## src/rtl/tft_ctrl.sv

```systemverilog
// 480x272 TFT timing controller: scan counters, sync/DE decode, and a coordinate request
// issued one clock ahead so the downstream pattern register lines up with tft_de.
module tft_ctrl #(
  parameter logic [9:0] H_SYNC  = 10'd41,
  parameter logic [9:0] H_BACK  = 10'd2,
  parameter logic [9:0] H_VALID = 10'd480,
  parameter logic [9:0] H_FRONT = 10'd2,
  parameter logic [9:0] H_TOTAL = 10'd525,
  parameter logic [9:0] V_SYNC  = 10'd10,
  parameter logic [9:0] V_BACK  = 10'd2,
  parameter logic [9:0] V_VALID = 10'd272,
  parameter logic [9:0] V_FRONT = 10'd2,
  parameter logic [9:0] V_TOTAL = 10'd286
) (
  input  logic        clk_9m,
  input  logic        sys_rst_n,
  input  logic [15:0] pix_data,
  output logic [9:0]  pix_x,
  output logic [9:0]  pix_y,
  output logic [15:0] rgb_tft,
  output logic        hsync,
  output logic        vsync,
  output logic        tft_clk,
  output logic        tft_de,
  output logic        tft_bl
);

  if (H_TOTAL != H_SYNC + H_BACK + H_VALID + H_FRONT) begin : g_bad_h_total
    $error("H_TOTAL does not match the sum of the horizontal segments");
  end
  if (V_TOTAL != V_SYNC + V_BACK + V_VALID + V_FRONT) begin : g_bad_v_total
    $error("V_TOTAL does not match the sum of the vertical segments");
  end

  localparam logic [9:0] HActStart = H_SYNC + H_BACK;
  localparam logic [9:0] HActEnd   = H_SYNC + H_BACK + H_VALID - 10'd1;
  localparam logic [9:0] HReqStart = HActStart - 10'd1;
  localparam logic [9:0] HReqEnd   = HActEnd - 10'd1;
  localparam logic [9:0] VActStart = V_SYNC + V_BACK;
  localparam logic [9:0] VActEnd   = V_SYNC + V_BACK + V_VALID - 10'd1;
  localparam logic [9:0] HLast     = H_TOTAL - 10'd1;
  localparam logic [9:0] VLast     = V_TOTAL - 10'd1;

  logic [9:0] cnt_h_q, cnt_h_d;
  logic [9:0] cnt_v_q, cnt_v_d;
  logic       h_end, v_end;
  logic       h_act, v_act, pix_req;

  // >= rather than == so a corrupted counter still falls back to 0 at the terminal count.
  always_comb begin
    h_end   = (cnt_h_q >= HLast);
    v_end   = (cnt_v_q >= VLast);
    cnt_h_d = h_end ? 10'd0 : cnt_h_q + 10'd1;
    cnt_v_d = cnt_v_q;
    if (h_end) begin
      cnt_v_d = v_end ? 10'd0 : cnt_v_q + 10'd1;
    end
  end

  always_ff @(posedge clk_9m or negedge sys_rst_n) begin
    if (!sys_rst_n) begin
      cnt_h_q <= 10'd0;
      cnt_v_q <= 10'd0;
    end else begin
      cnt_h_q <= cnt_h_d;
      cnt_v_q <= cnt_v_d;
    end
  end

  always_comb begin
    hsync   = (cnt_h_q <= H_SYNC - 10'd1);
    vsync   = (cnt_v_q <= V_SYNC - 10'd1);
    h_act   = (cnt_h_q >= HActStart) && (cnt_h_q <= HActEnd);
    v_act   = (cnt_v_q >= VActStart) && (cnt_v_q <= VActEnd);
    tft_de  = h_act && v_act;
    pix_req = v_act && (cnt_h_q >= HReqStart) && (cnt_h_q <= HReqEnd);
    pix_x   = pix_req ? cnt_h_q - HReqStart : 10'h3FF;
    pix_y   = pix_req ? cnt_v_q - VActStart : 10'h3FF;
    rgb_tft = tft_de ? pix_data : 16'h0000;
    tft_clk = clk_9m;
    tft_bl  = sys_rst_n;
  end

endmodule

```

## config.mk

```make
export PLATFORM = sky130hd
export DESIGN_NAME = tft_ctrl
export DESIGN_NICKNAME = d
export VERILOG_FILES = /design/src/rtl/tft_ctrl.sv
export SDC_FILE = /design/constraint.sdc
export NUM_CORES = 1
export LEC_CHECK = 0
export BUFFER_PORTS_ARGS = -buffer_cell sky130_fd_sc_hd__buf_2
export CAP_MARGIN = 20
export CORE_UTILIZATION = 36
export CTS_BUF_LIST = sky130_fd_sc_hd__clkbuf_4
export DETAILED_ROUTE_END_ITERATION = 10
export PLACE_DENSITY = 0.64
export SYNTH_ARGS = -nofsm -noshare
export SYNTH_HDL_FRONTEND = slang
export SYNTH_SLANG_ARGS = --single-unit
```

## constraint.sdc

```tcl
create_clock -name clk_9m -period 3.8 [get_ports clk_9m]
set_clock_uncertainty 0.1 [all_clocks]
set_input_delay 0.57 -clock clk_9m [delete_from_list [all_inputs] [get_ports clk_9m]]
set_output_delay 0.57 -clock clk_9m [all_outputs]
set_load 0.1 [all_outputs]
```

======== Word-level counts from Yosys, hierarchy flattened ========
Index checks and enable logic that the tools add are counted.
word-level totals
  register bits ........................... 20
  bits in latches ......................... 0
  RAM bits ................................ 0
  bits in read-only memories .............. 0
  input port bits ......................... 18
  output and inout bits ................... 41
  memories kept ........................... 0
operators by class
  $add $sub $neg .......................... 4
  multipliers ............................. 0
  div/mod/pow operators ................... 0
  magnitude comparators ................... 10
  equal/unequal tests ..................... 0
  shift operators ......................... 0
  mux-type cells .......................... 5
  bitwise gates (word level) .............. 0
  reductions and logical operators ........ 5
operator list
  cell                                                  number
  2-to-1 mux 10 bit                                     4
  adder 10 x 1 -> 10 bit, second input constant         2
  >= comparator 10 x 6 -> 1 bit, second input constant  2
  <= comparator 10 bit, second input constant           2
  2-to-1 mux 16 bit                                     1
  >= comparator 10 bit, second input constant           1
  >= comparator 10 x 4 -> 1 bit, second input constant  1
  >= comparator 10 x 9 -> 1 bit, second input constant  1
  <= comparator 10 x 4 -> 1 bit, second input constant  1
  <= comparator 10 x 6 -> 1 bit, second input constant  1
  <= comparator 10 x 9 -> 1 bit, second input constant  1
  subtractor 10 x 4 -> 10 bit, second input constant    1
  subtractor 10 x 6 -> 10 bit, second input constant    1
  logical AND 1 bit                                     5

======== Longest topological paths before layout ========
  word-level depth ........................ 5
  gate-level depth with buffers ........... 9
  depth with buffers taken out ............ 7

==> results.tsv <==
metric	value	unit
ys_top_cells_by_area	dfrtp_1 28%, ha_1 9.2%, nand2_1 6.8%, and2_1 6.7%, xor2_1 4.4%	
synth_cell_type_count	41	
firstDrtPassIters	4	
remaining_drc_errors	0	
dieHeight	72.15	um
period_share	0.9240	
cts_tree	yes	
hold_path.class	input port to async pin	
cap_violations	0	
vias_per_cell	4.920	
start_kind	register	
std_cell_rows	25	
fp.dieW	72.15	um
wl	4096	um
fin_crit	3511	ps
synth-seq-cells	20	
cp_max_fo	10	
pre_cts_ws	573.8	ps
portBuffers	58	
yosysWarnings	0	
worst_pin_slew	727.5	ps
synthMuxAreaShare	0.006356	
die_area	5206	um^2
synth-compound-area-share	0.1617	
relSlewSlack	0.5139	
drt_iter0_markers	87	
cts_resized	0	
worst-setup-path-type	register to output port	
grt_setup_unrepaired	false	
routedWlPerCell	12.12	um
synth_edf_count	0	
overflow	0	
synthAdderAreaFrac	0.09181	
yosysTopAreaCell	dfrtp_1	
drive_gt1_frac	0.2952	
synthArstFlopShare	1.000	
r2r_cells	5	
start_util	0.3751	
p_leak	1.065	nW
final.setup.tns	0	ps
fmax	0.2848	GHz
grt_pass1_wl	6665	um
top_level_ports	59	
hold_violations	0	
grt_max_degree	22	
synthSimpleGateAreaFrac	0.3072	
endpoint_kind	output port	
synth_cells	218	
final_common_cell	buf_2	
clkSlewWorstSetupHoldPaths	110	ps
diodes	0	
synth.top_cell.area_share	0.2825	
worst-endpoint-required	3130	ps
coreArea	4723	um^2
fin_util	0.4567	
synth_top_family_by_area	simple AND/OR/NAND/NOR gates	
hpwl	3055	um
synth-main-ff-cell	dfrtp_1	
netlist_area	1772	um^2
final_max_slew_viol_count	0	
clkLatencyLatePin	410	ps
grt_pass1_vias	1435	
final_antenna_net_count	0	
p_per_area	218.1	nW/um^2
vias	1663	
grt_use_total	0.1641	
finalSetupViolations	0	
syn_avg_cell_area	8.127	um^2
mostFrequentLayoutCells	58 x buf_2, 32 x nand2_1, 20 x dfrtp_1	
antenna_found_initial	0	
fin_ws	288.9	ps
globalplace.congestion	0.9143	
final_nets	304	
synth-seq-area-share	0.2825	
critPathArrivalTime	2840	ps
area_growth	21.75	%
syn-num-nets	249	
worst_ir_drop_vdd	525.4	uV
status	finished, final reports clean	
synthXorXnorAreaFrac	0.08404	
## cells by family (layout without fill, tap and decap cells)
kind of cell    after synthesis  count (layout)
mux                           1               1
fa+ha+maj                    13              13
xor+xnor                     17              17
compound gates               38              38
flops                        20              20
buf+inv                      24              77
simple gates                105             105
## report_power, final
part / leakage [nW] / internal (W) / total (W) / switching, W
clock: 0.0315 / 0.0000789 / 0.000240 / 0.000161
combinational: 0.769 / 0.00000710 / 0.0000175 / 0.0000104
sequential: 0.265 / 0.000213 / 0.000213 / 0
total: 1.07 / 0.000299 / 0.000471 / 0.000172
## cell type report
| class | count | area (um^2) |
|---|---|---|
| well taps | 67 | 83.83 |
| repair buffers | 62 | 322.8 |
| multi-input cells | 174 | 1170 |
| clock buffers | 7 | 50.05 |
| fillers | 483 | 2566 |
| inverters | 8 | 30.03 |
| flip-flops and latches | 20 | 500.5 |
## timing repair
| action | 4_1_cts | 5_1_grt |
|---|---|---|
| hold endpoints to repair | 0 | 0 |
| endpoints found under the setup margin | 0 | 16 |
| hold buffers | 0 | 0 |
| setup buffers | 0 | 1 |
## final timing paths
| check | from | end | slack (ps) |
|---|---|---|---|
| max | cnt_v_q[2] | pix_x[3] | 290 |
| min in group clk_9m | cnt_h_q[0] | cnt_h_q[0] | 510 |
| max reg2reg | cnt_v_q[6] | cnt_v_q[0] | 1450 |
| max in group asynchronous | sys_rst_n | cnt_v_q[8] | 3380 |
| min reg2reg | cnt_h_q[0] | cnt_h_q[0] | 510 |
| min | sys_rst_n | cnt_h_q[1] | 2 |
## per-layer routing
| metal | GRT usage | part of all wire |
|---|---|---|
| met5 | 0 | 0 |
| met2 | 0.2430 | 0.42 |
| met1 | 0.2328 | 0.49 |
| met3 | 0.04028 | 0.077 |
| met4 | 0.05664 | 0.010 |
## synth_stat cells, types with 4 or more instances
cell      count
and2_1       19
nand2_1      32
xor2_1        9
buf_2         4
a211oi_1      4
inv_1         8
o21ai_0       8
a21oi_1       5
nand3_1       9
dfrtp_1      20
clkbuf_1      7
nor2_1       19
xnor2_1       8
ha_1         13
a22o_1        7
nor2b_1       4
## critical path, cell delays in order, from the launching register on
cell and delay (ps):
dfrtp_1 490, ha_1 300, or3_1 390, a211oi_1 460
a211oi_2 80, buf_4 200, o21ai_0 70, buf_2 440
## through the flow
stage,hold slack [ps],power (W),instance area (um^2),std cells
finish,2.247,0.0004705,2157,338
global route,12.61,0.0004876,2157,338
CTS,10.21,0.0004763,2150,337
detailed placement,458.4,0.0003277,2105,331
global placement,455.5,0.0003275,2105,331
floorplan,174.4,0.0003213,1783,218
## state kept, by name (all words and copies together) (netlist names)
name and cells:
cnt_h_q 10, cnt_v_q 10
Note: power is estimated with default switching activity, not from simulation.
